## config.mk

```make
export PLATFORM = sky130hd
export DESIGN_NAME = quicksort_seq
export DESIGN_NICKNAME = d
export VERILOG_FILES = /design/src/rtl/quicksort_seq.sv
export SDC_FILE = /design/constraint.sdc
export NUM_CORES = 1
export LEC_CHECK = 0
export CAP_MARGIN = 20
export CELL_PAD_IN_SITES_DETAIL_PLACEMENT = 1
export CELL_PAD_IN_SITES_GLOBAL_PLACEMENT = 1
export CORE_MARGIN = 2
export CORE_UTILIZATION = 41
export DETAILED_ROUTE_END_ITERATION = 6
export PLACE_DENSITY_LB_ADDON = 0.05
export SLEW_MARGIN = 20
export SYNTH_ARGS = -nofsm -noshare
export SYNTH_HDL_FRONTEND = slang
export SYNTH_SLANG_ARGS = --single-unit
export TNS_END_PERCENT = 10
```

## constraint.sdc

```tcl
create_clock -name clk1 -period 2.3 [get_ports clk1]
set_input_delay 0.23 -clock clk1 [delete_from_list [all_inputs] [get_ports clk1]]
set_output_delay 0.23 -clock clk1 [all_outputs]
set_load 0.01 [all_outputs]
```

## src/rtl/quicksort_seq.sv

```systemverilog
// quicksort_seq: streams one batch into a toggle-command sorter, sorts it, and drains it largest-first.
// Commands are single flips of the q_* lines, each followed by a guarded WAIT on the sorter's idle.
module quicksort_seq #(
    parameter int D_W   = 8,
    parameter int CAP   = 255,
    parameter int CNT_W = 16
) (
    input  logic             clk1,
    input  logic             rstn,
    input  logic             enable,
    input  logic             s_valid,
    output logic             s_ready,
    input  logic [D_W-1:0]   s_data,
    input  logic             s_last,
    output logic             m_valid,
    input  logic             m_ready,
    output logic [D_W-1:0]   m_data,
    output logic             m_last,
    output logic             busy,
    output logic             err_ovf,
    output logic             err_abort,
    output logic [CNT_W-1:0] sort_cycles,
    output logic             q_enable,
    output logic             q_push,
    output logic             q_pop,
    output logic             q_clear,
    output logic             q_sort,
    output logic [D_W-1:0]   q_rx_data,
    input  logic [D_W-1:0]   q_tx_data,
    input  logic             q_idle
);
    localparam int C_W = $clog2(CAP + 1);
    typedef enum logic [2:0] {IDLE, CLR, LOAD, SORT, POP, OUT, WAIT} state_t;
    state_t state, state_nx, succ;
    logic [1:0] guard;
    logic [C_W-1:0] count;
    logic [CNT_W-1:0] cyc, cyc_inc;
    logic dirty, go, do_clr, do_push, do_sort, do_pop, wait_done, full;

    always_ff @(posedge clk1 or negedge rstn)
        if (!rstn) state <= IDLE;
        else state <= state_nx;

    always_comb begin
        state_nx = state;
        if (!go) state_nx = IDLE;
        else
            unique case (state)
                IDLE:    state_nx = s_valid && enable ? CLR : IDLE;
                LOAD:    state_nx = do_push ? WAIT : LOAD;
                WAIT:    state_nx = wait_done ? succ : WAIT;
                OUT:     state_nx = m_valid && m_ready ? (count == '0 ? IDLE : POP) : OUT;
                default: state_nx = WAIT;
            endcase
    end

    // Dropping enable outside IDLE aborts: no command may fire on that edge.
    always_comb begin
        go = enable || state == IDLE;
        do_clr = go && state == CLR;
        do_push = go && state == LOAD && s_valid && s_ready;
        do_sort = go && state == SORT;
        do_pop = go && state == POP;
        wait_done = go && state == WAIT && guard == 2'd0 && q_idle;
        full = count == C_W'(CAP - 1);
        cyc_inc = &cyc ? cyc : cyc + 1'b1;
    end

    assign busy = state != IDLE;

    always_ff @(posedge clk1 or negedge rstn)
        if (!rstn) begin
            s_ready <= 1'b0;
            m_valid <= 1'b0;
            m_last <= 1'b0;
            m_data <= '0;
            err_ovf <= 1'b0;
            err_abort <= 1'b0;
            sort_cycles <= '0;
            q_enable <= 1'b0;
            q_push <= 1'b0;
            q_pop <= 1'b0;
            q_clear <= 1'b0;
            q_sort <= 1'b0;
            q_rx_data <= '0;
            succ <= IDLE;
            guard <= 2'd0;
            count <= '0;
            cyc <= '0;
            dirty <= 1'b0;
        end else begin
            q_enable <= enable;
            s_ready <= state_nx == LOAD;
            m_valid <= state_nx == OUT;
            m_last <= state_nx == OUT && count == '0;
            q_clear <= q_clear ^ do_clr;
            q_push <= q_push ^ do_push;
            q_sort <= q_sort ^ do_sort;
            q_pop <= q_pop ^ do_pop;
            if (do_clr || do_push || do_sort || do_pop) guard <= 2'd2;
            else if (guard != 2'd0) guard <= guard - 2'd1;
            if (state == IDLE && state_nx == CLR) begin
                err_ovf <= 1'b0;
                err_abort <= 1'b0;
            end
            if (!go) begin
                err_abort <= 1'b1;
                dirty <= 1'b1;
                count <= '0;
            end
            if (do_clr) begin
                succ <= dirty ? CLR : LOAD;
                dirty <= 1'b0;
            end
            if (do_push) begin
                q_rx_data <= s_data;
                count <= count + 1'b1;
                succ <= s_last || full ? SORT : LOAD;
                if (full && !s_last) err_ovf <= 1'b1;
            end
            if (do_sort) begin
                succ <= POP;
                cyc <= '0;
            end else if (state == WAIT && succ == POP) cyc <= cyc_inc;
            if (wait_done && succ == POP) sort_cycles <= cyc_inc;
            if (do_pop) begin
                succ <= OUT;
                count <= count - 1'b1;
            end
            if (wait_done && succ == OUT) m_data <= q_tx_data;
        end
endmodule
```

# == Word-level counts from Yosys, hierarchy flattened ==
# Index checks and enable logic that the tools add are counted.
# classes
addsub,4
n_mul,0
div_mod_pow,0
magnitude_cmp,0
eq_ne,15
shifts,0
n_mux,28
bitwise_logic,4
n_reduce_logical,32
# op_table
cell,count
2-to-1 mux 16 bit,3
2-to-1 mux 3 bit,9
2-to-1 mux 8 bit,3
"equality test 3 bit, second input constant",6
logical AND 1 bit,17
"adder 16 x 1 -> 16 bit, second input constant",1
AND reduction 16 bit,1
case mux 3 bit (4 select lines),1
"equality test 3 x 2 -> 1 bit, second input constant",3
2-to-1 mux 1 bit,9
"adder 8 x 1 -> 8 bit, second input constant",1
"equality test 8 bit, second input constant",1
zero test 8 bit,1
"subtractor 8 x 1 -> 8 bit, second input constant",1
"equality test 3 x 1 -> 1 bit, second input constant",2
2-to-1 mux 2 bit,3
nonzero test 2 bit,3
logical OR 1 bit,5
"!= test 2 x 1 -> 1 bit, second input constant",2
nonzero test 4 bit,1
bitwise XOR 1 bit,4
zero test 3 bit,1
"!= test 3 x 1 -> 1 bit, second input constant",1
nonzero test 3 bit,1
3 further kinds,3
# word_totals
reg_bits,75
latch_bits,0
ram_bits,0
mem_bits_ro,0
input_bits,23
mem_count,0

# == Logic depth before layout (Yosys ltp) ==
# depth
word_depth,13
mapped_depth,8
mapped_depth_nobuf,6

# == Worst setup path before layout ==
# OpenSTA, ideal clock, no wires.
# synth_timing
path_kind,reg-to-reg
start,reg guard[0]
end,reg sort_cycles[11]
setup_time_ns,0.070
t_arrival_ns,1.771
required_time_ns,2.230
path_slack_ns,0.459
stages_incl_launch_ff,8
n_path_buf,1
period_less_slack_ns,1.841
path_cell_list,dfrtp_1 inv_1 ha_1 nand3_1 or3_4 buf_6 or4_1 nand3_1
# synth_via
elab_chain_len,4
# synth_lines
element,line,source
from (decl),35,logic [1:0] guard;
from (signal assigned),101,else if (guard != 2'd0) guard <= guard - 2'd1;
zero test 2 bit,64,wait_done = go && state == WAIT && guard == 2'd0 && q_idle;
logical AND 1 bit (2 in series),64,
logical AND 1 bit,125,if (wait_done && succ == POP) sort_cycles <= cyc_inc;
to (signal assigned),125,
to (decl),22,"output logic [CNT_W-1:0] sort_cycles,"
# No other way between the ends.
# A chain may end at the register's enable or synchronous reset.

# == Worst setup path after layout ==
# layout_timing
start,reg state[2]
end,out busy
# layout_via
elab_chain_len,1
# layout_lines
element,line,source
from (decl),34,"state_t state, state_nx, succ;"
from (signal assigned),42,else state <= state_nx;
nonzero test 3 bit,69,assign busy = state != IDLE;
to (decl),19,"output logic busy,"
# No other way between the ends.

==> flow_summary.html <==
<table>
<tr><th>Metric</th><th>Value</th></tr>
<tr><th colspan="2">CTS</th></tr>
<tr><td>Number of H-tree levels</td><td>3</td></tr>
<tr><td>Clock-pin slew on the worst setup and hold paths</td><td>90 ps</td></tr>
<tr><td>Cts bufs inserted</td><td>9</td></tr>
<tr><td>CTS root buffer</td><td>clkbuf_8</td></tr>
<tr><td>CTS Buffer Depth</td><td>2</td></tr>
<tr><td>Clock latency on the worst-skew pair</td><td>between 300 and 400 ps</td></tr>
<tr><td>Number of sinks on the clock net</td><td>75</td></tr>
<tr><td>CTS tree</td><td>done</td></tr>
<tr><td>Postcts setup bufs</td><td>0</td></tr>
<tr><th colspan="2">Placement</th></tr>
<tr><td>Placed cells</td><td>about 630</td></tr>
<tr><td>Setup slack at placement</td><td>-10.2 ps</td></tr>
<tr><td>Number of port buffers</td><td>65</td></tr>
<tr><td>Weighted congestion reported at the end of routability-driven placement</td><td>roughly 0.87</td></tr>
<tr><td>Estimated wirelength of the detail-placed design</td><td>8370 um</td></tr>
<tr><th colspan="2">Final layout</th></tr>
<tr><td>Area of the multi-input gates</td><td>approximately 0.0020 mm^2</td></tr>
<tr><td>Fill cell count</td><td>around 1100</td></tr>
<tr><td>Layout Utilization</td><td>0.536</td></tr>
<tr><td>Number of cells in the finished layout apart from fillers</td><td>about 640</td></tr>
<tr><td>Most frequent cells in the layout</td><td>74 x dfrtp_1, 64 x clkdlybuf4s50_1, 59 x nand2_1, 28 x nor2_1, 28 x buf_4</td></tr>
<tr><td>Share of final-layout standard cells stronger than drive strength 1</td><td>0.149</td></tr>
<tr><td>Nets</td><td>between 500 and 600</td></tr>
<tr><td>Seq. cell area</td><td>about 0.0019 mm^2</td></tr>
<tr><td>Area growth syn-to-layout</td><td>28.2%</td></tr>
<tr><td>Antenna diode count</td><td>0</td></tr>
<tr><td>Most common cell after layout, fill and taps aside</td><td>dfrtp_1</td></tr>
<tr><th colspan="2">Timing</th></tr>
<tr><td>Final cycle utilization of the critical path</td><td>0.958</td></tr>
<tr><td>Worst slew pin tran</td><td>between 800 and 900 ps</td></tr>
<tr><td>RSZ-0062 raised after global routing</td><td>no</td></tr>
<tr><td>Final period demand of the worst path</td><td>around 2200 ps</td></tr>
<tr><td>Final setup violation count</td><td>0</td></tr>
<tr><td>Number of max-slew violations in the final report</td><td>0</td></tr>
<tr><td>Final worst setup slack</td><td>around 97 ps</td></tr>
<tr><td>Max-Slew Margin vs Limit</td><td>0.459</td></tr>
<tr><td>Count of endpoints failing hold in the final timing report</td><td>0</td></tr>
<tr><td>Clk_skew</td><td>around 10 ps</td></tr>
<tr><td>Fmax</td><td>roughly 450 MHz</td></tr>
<tr><th colspan="2">Die</th></tr>
<tr><td>Die H</td><td>103 um</td></tr>
<tr><td>Starting utilization of the core area</td><td>0.418</td></tr>
<tr><td># rows</td><td>36</td></tr>
<tr><td>Core Footprint</td><td>~0.0097 mm^2</td></tr>
<tr><td>Die outline width</td><td>approximately 100 um</td></tr>
<tr><td>Count of boundary I/O pins</td><td>66</td></tr>
<tr><td>Die area</td><td>approximately 0.011 mm^2</td></tr>
<tr><th colspan="2">Yosys</th></tr>
<tr><td>Netlist area before placement</td><td>between 0.004 and 0.005 mm^2</td></tr>
<tr><td>Most frequently used flop master after synthesis</td><td>dfrtp_1</td></tr>
<tr><td>Flop and latch count out of synthesis</td><td>75</td></tr>
<tr><td>Avg Inst Size Synth</td><td>around 9.5 um^2</td></tr>
<tr><td>Sequential cell area fraction in the yosys report</td><td>0.464</td></tr>
<tr><td>Number of distinct standard cells referenced by the synthesized netlist</td><td>between 60 and 70</td></tr>
<tr><td>Yosys warnings</td><td>0</td></tr>
<tr><td>Cells after synthesis</td><td>426</td></tr>
<tr><td>Syn nets</td><td>approximately 460</td></tr>
<tr><td>Share of synthesized registers carrying an async set or reset</td><td>1.00</td></tr>
<tr><td>Most area-consuming cells after synthesis</td><td>dfrtp_1 46%, nand2_1 5.5%, nand3_1 3.3%</td></tr>
<tr><td>Biggest area consumer among synthesized cells</td><td>dfrtp_1</td></tr>
<tr><td>Share of the synthesized area in the top cell type</td><td>0.464</td></tr>
<tr><td>Number of enable-type register cells in the synthesized netlist</td><td>0</td></tr>
<tr><th colspan="2">Route</th></tr>
<tr><td>Ratio of routed vias to standard cells</td><td>5.65</td></tr>
<tr><td>Initial drt markers</td><td>111</td></tr>
<tr><td>Routed WL</td><td>about 12000 um</td></tr>
<tr><td>Vias</td><td>roughly 3600</td></tr>
<tr><td>Number of DRC violations after detailed routing</td><td>0</td></tr>
<tr><td>Post-route ant nets</td><td>0</td></tr>
<tr><td>Mean routed wirelength per cell</td><td>around 18 um</td></tr>
<tr><td>Detailed Routing Iterations Pass 1</td><td>5</td></tr>
<tr><th colspan="2">Setup path</th></tr>
<tr><td>Cell with the largest stage delay on the worst path</td><td>clkdlybuf4s50_1</td></tr>
<tr><td>Largest stage delay on the critical path</td><td>just over 500 ps</td></tr>
<tr><td>Crit Path Max Fanout</td><td>11</td></tr>
<tr><td>Critical path capture point type</td><td>output port</td></tr>
<tr><td>Required @ worst endpoint</td><td>approximately 2100 ps</td></tr>
<tr><td>Critical path cell sequence</td><td>buf_4, nor3_2, inv_1, clkdlybuf4s50_1</td></tr>
<tr><td>Worst path arrival time</td><td>between 1500 and 2000 ps</td></tr>
<tr><td>Crit Path Class</td><td>reg -&gt; out</td></tr>
<tr><td>Startpoint class of the critical path</td><td>flop</td></tr>
<tr><th colspan="2">Global route</th></tr>
<tr><td>Remaining global-route overflow</td><td>0</td></tr>
<tr><td>First-pass GRT wire length</td><td>between 15000 and 20000 um</td></tr>
<tr><td>Number of global-route vias before repair</td><td>3741</td></tr>
<tr><td>Number of antenna violations at the first check in global routing</td><td>0</td></tr>
<tr><td>Pin count of the biggest net entering global routing</td><td>45</td></tr>
<tr><td>All-layer global routing usage</td><td>0.229</td></tr>
<tr><th colspan="2">Min path</th></tr>
<tr><td>Path type of the worst min-delay path</td><td>in -&gt; reg</td></tr>
<tr><th colspan="2">Outcome</th></tr>
<tr><td>Status</td><td>finished clean</td></tr>
<tr><th colspan="2">Power and ir drop</th></tr>
<tr><td>Combinational cell fraction of total power</td><td>0.399</td></tr>
<tr><td>Part of the power in registers</td><td>0.396</td></tr>
<tr><td>Static leakage power</td><td>2.26 nW</td></tr>
<tr><td>Cell internal pwr</td><td>roughly 3.3 mW</td></tr>
<tr><td>Cell area power density</td><td>between 1000 and 1500 mW/mm^2</td></tr>
<tr><td>Share of total power consumed by net switching</td><td>0.403</td></tr>
<tr><td>Worst-case vdd ir drop</td><td>a little under 500 uV</td></tr>
<tr><td>Part of the total power dissipated in the clock network</td><td>0.205</td></tr>
<tr><td>Net Sw Power</td><td>2.24 mW</td></tr>
<tr><td>Total power after layout</td><td>~5.6 mW</td></tr>
<tr><th colspan="2">Flow run</th></tr>
<tr><td>MaxCap Viol Count</td><td>0</td></tr>
</table>
sequential cells by signal (all words and copies together) (netlist names), 2 cells and up:
signal,flops
count,8
sort_cycles,16
cyc,16
m_data,8
q_rx_data,8
guard,2
state,3
succ,3
area by class of cell:
class | instances | share of cell area
clock buffers | 9 | 0.0239
clock inverters | 7 | 0.0178
inverters | 14 | 0.0101
multi-input cells | 311 | 0.384
flip-flops and latches | 75 | 0.362
well taps | 133 | 0.0321
repair buffers | 94 | 0.170
critical path, delay by kind of cell, from the launching register on:
| family | cells | cell delay, ps |
|---|---|---|
| buffers and inverters | 3 | 860 |
| DFF | 1 | 490 |
| and+or+nand+nor | 1 | 270 |
per-layer routing:
layer  global-route usage  vias up  share of wire
met5                    0        -              0
met4               0.0577        0         0.0072
met3               0.0410        7          0.026
met2                0.400       55           0.52
met1                0.292     1845           0.45
li1                     -     1724              -
kinds of logic (layout without fill, tap and decap cells):
| kind of cell | Yosys count | in the layout | share of synthesized area |
|---|---|---|---|
| simple gates | 186 | 186 | 0.254 |
| compound gates | 99 | 99 | 0.169 |
| flops | 75 | 75 | 0.464 |
| buf+inv | 40 | 124 | 0.0448 |
| xor+xnor | 10 | 10 | 0.0216 |
| mux | 10 | 10 | 0.0275 |
| fa+ha+maj | 6 | 6 | 0.0186 |
cells in the mapped netlist (all sizes together), types with 2 or more instances:
library cell  number
nand3b             2
o211a              3
nor3              11
xnor2              6
a22o               3
inv               14
o311ai             3
o211ai             8
or2                3
nand3             27
a2111o             2
o21ai             23
and4               3
mux2               9
a21o               4
dfrtp             75
nor4               3
xor2               4
nor3b              2
o32ai              2
nand4              8
and3               9
or3                2
a211oi             3
nand4bb            2
a31oi             11
or4               11
ha                 6
clkbuf            12
nand2b             4
nor2b              2
nor4b              2
nand2             59
and3b              2
a221oi             2
nor2              28
o31ai              5
a31o               2
a211o              2
o21ba              2
buf               14
a21oi             18
power groups by stage:
stage	sequential, mW	clock, mW	combinational (mW)
2_1_floorplan	2.09	0	1.38
3_3_place_gp	2.19	0	2.12
5_1_grt	2.27	1.22	2.46
4_1_cts	2.20	1.17	2.23
3_5_place_dp	2.22	0	2.20
6_report	2.21	1.14	2.22
per-stage QoR:
stage	cell area (um^2)	hold WS [ps]	setup TNS [ps]
after floorplan	4050	-65.6	0
after global placement	4950	280	0
after detailed placement	4950	284	-10.2
after CTS	5190	394	0
after global routing	5190	416	0
final	5190	403	0
repair_timing:
action,CTS,global route
hold buffers,1,0
endpoints found under the hold margin,43,0
resized for setup,1,1
endpoints found under the setup margin,1,1
path summary, 6_finish.rpt:
kind	from	to	slack (ps)	cells past startpoint
min in group asynchronous	rstn	sort_cycles[1]	430	2
max in group asynchronous	rstn	q_rx_data[0]	1270	3
hold reg to reg	q_sort	q_sort	470	1
setup reg to reg	state[1]	count[5]	180	4
setup / recovery	state[2]	busy	100	4
hold / removal	s_data[2]	q_rx_data[2]	400	3
(Power assumes the default switching activity.)
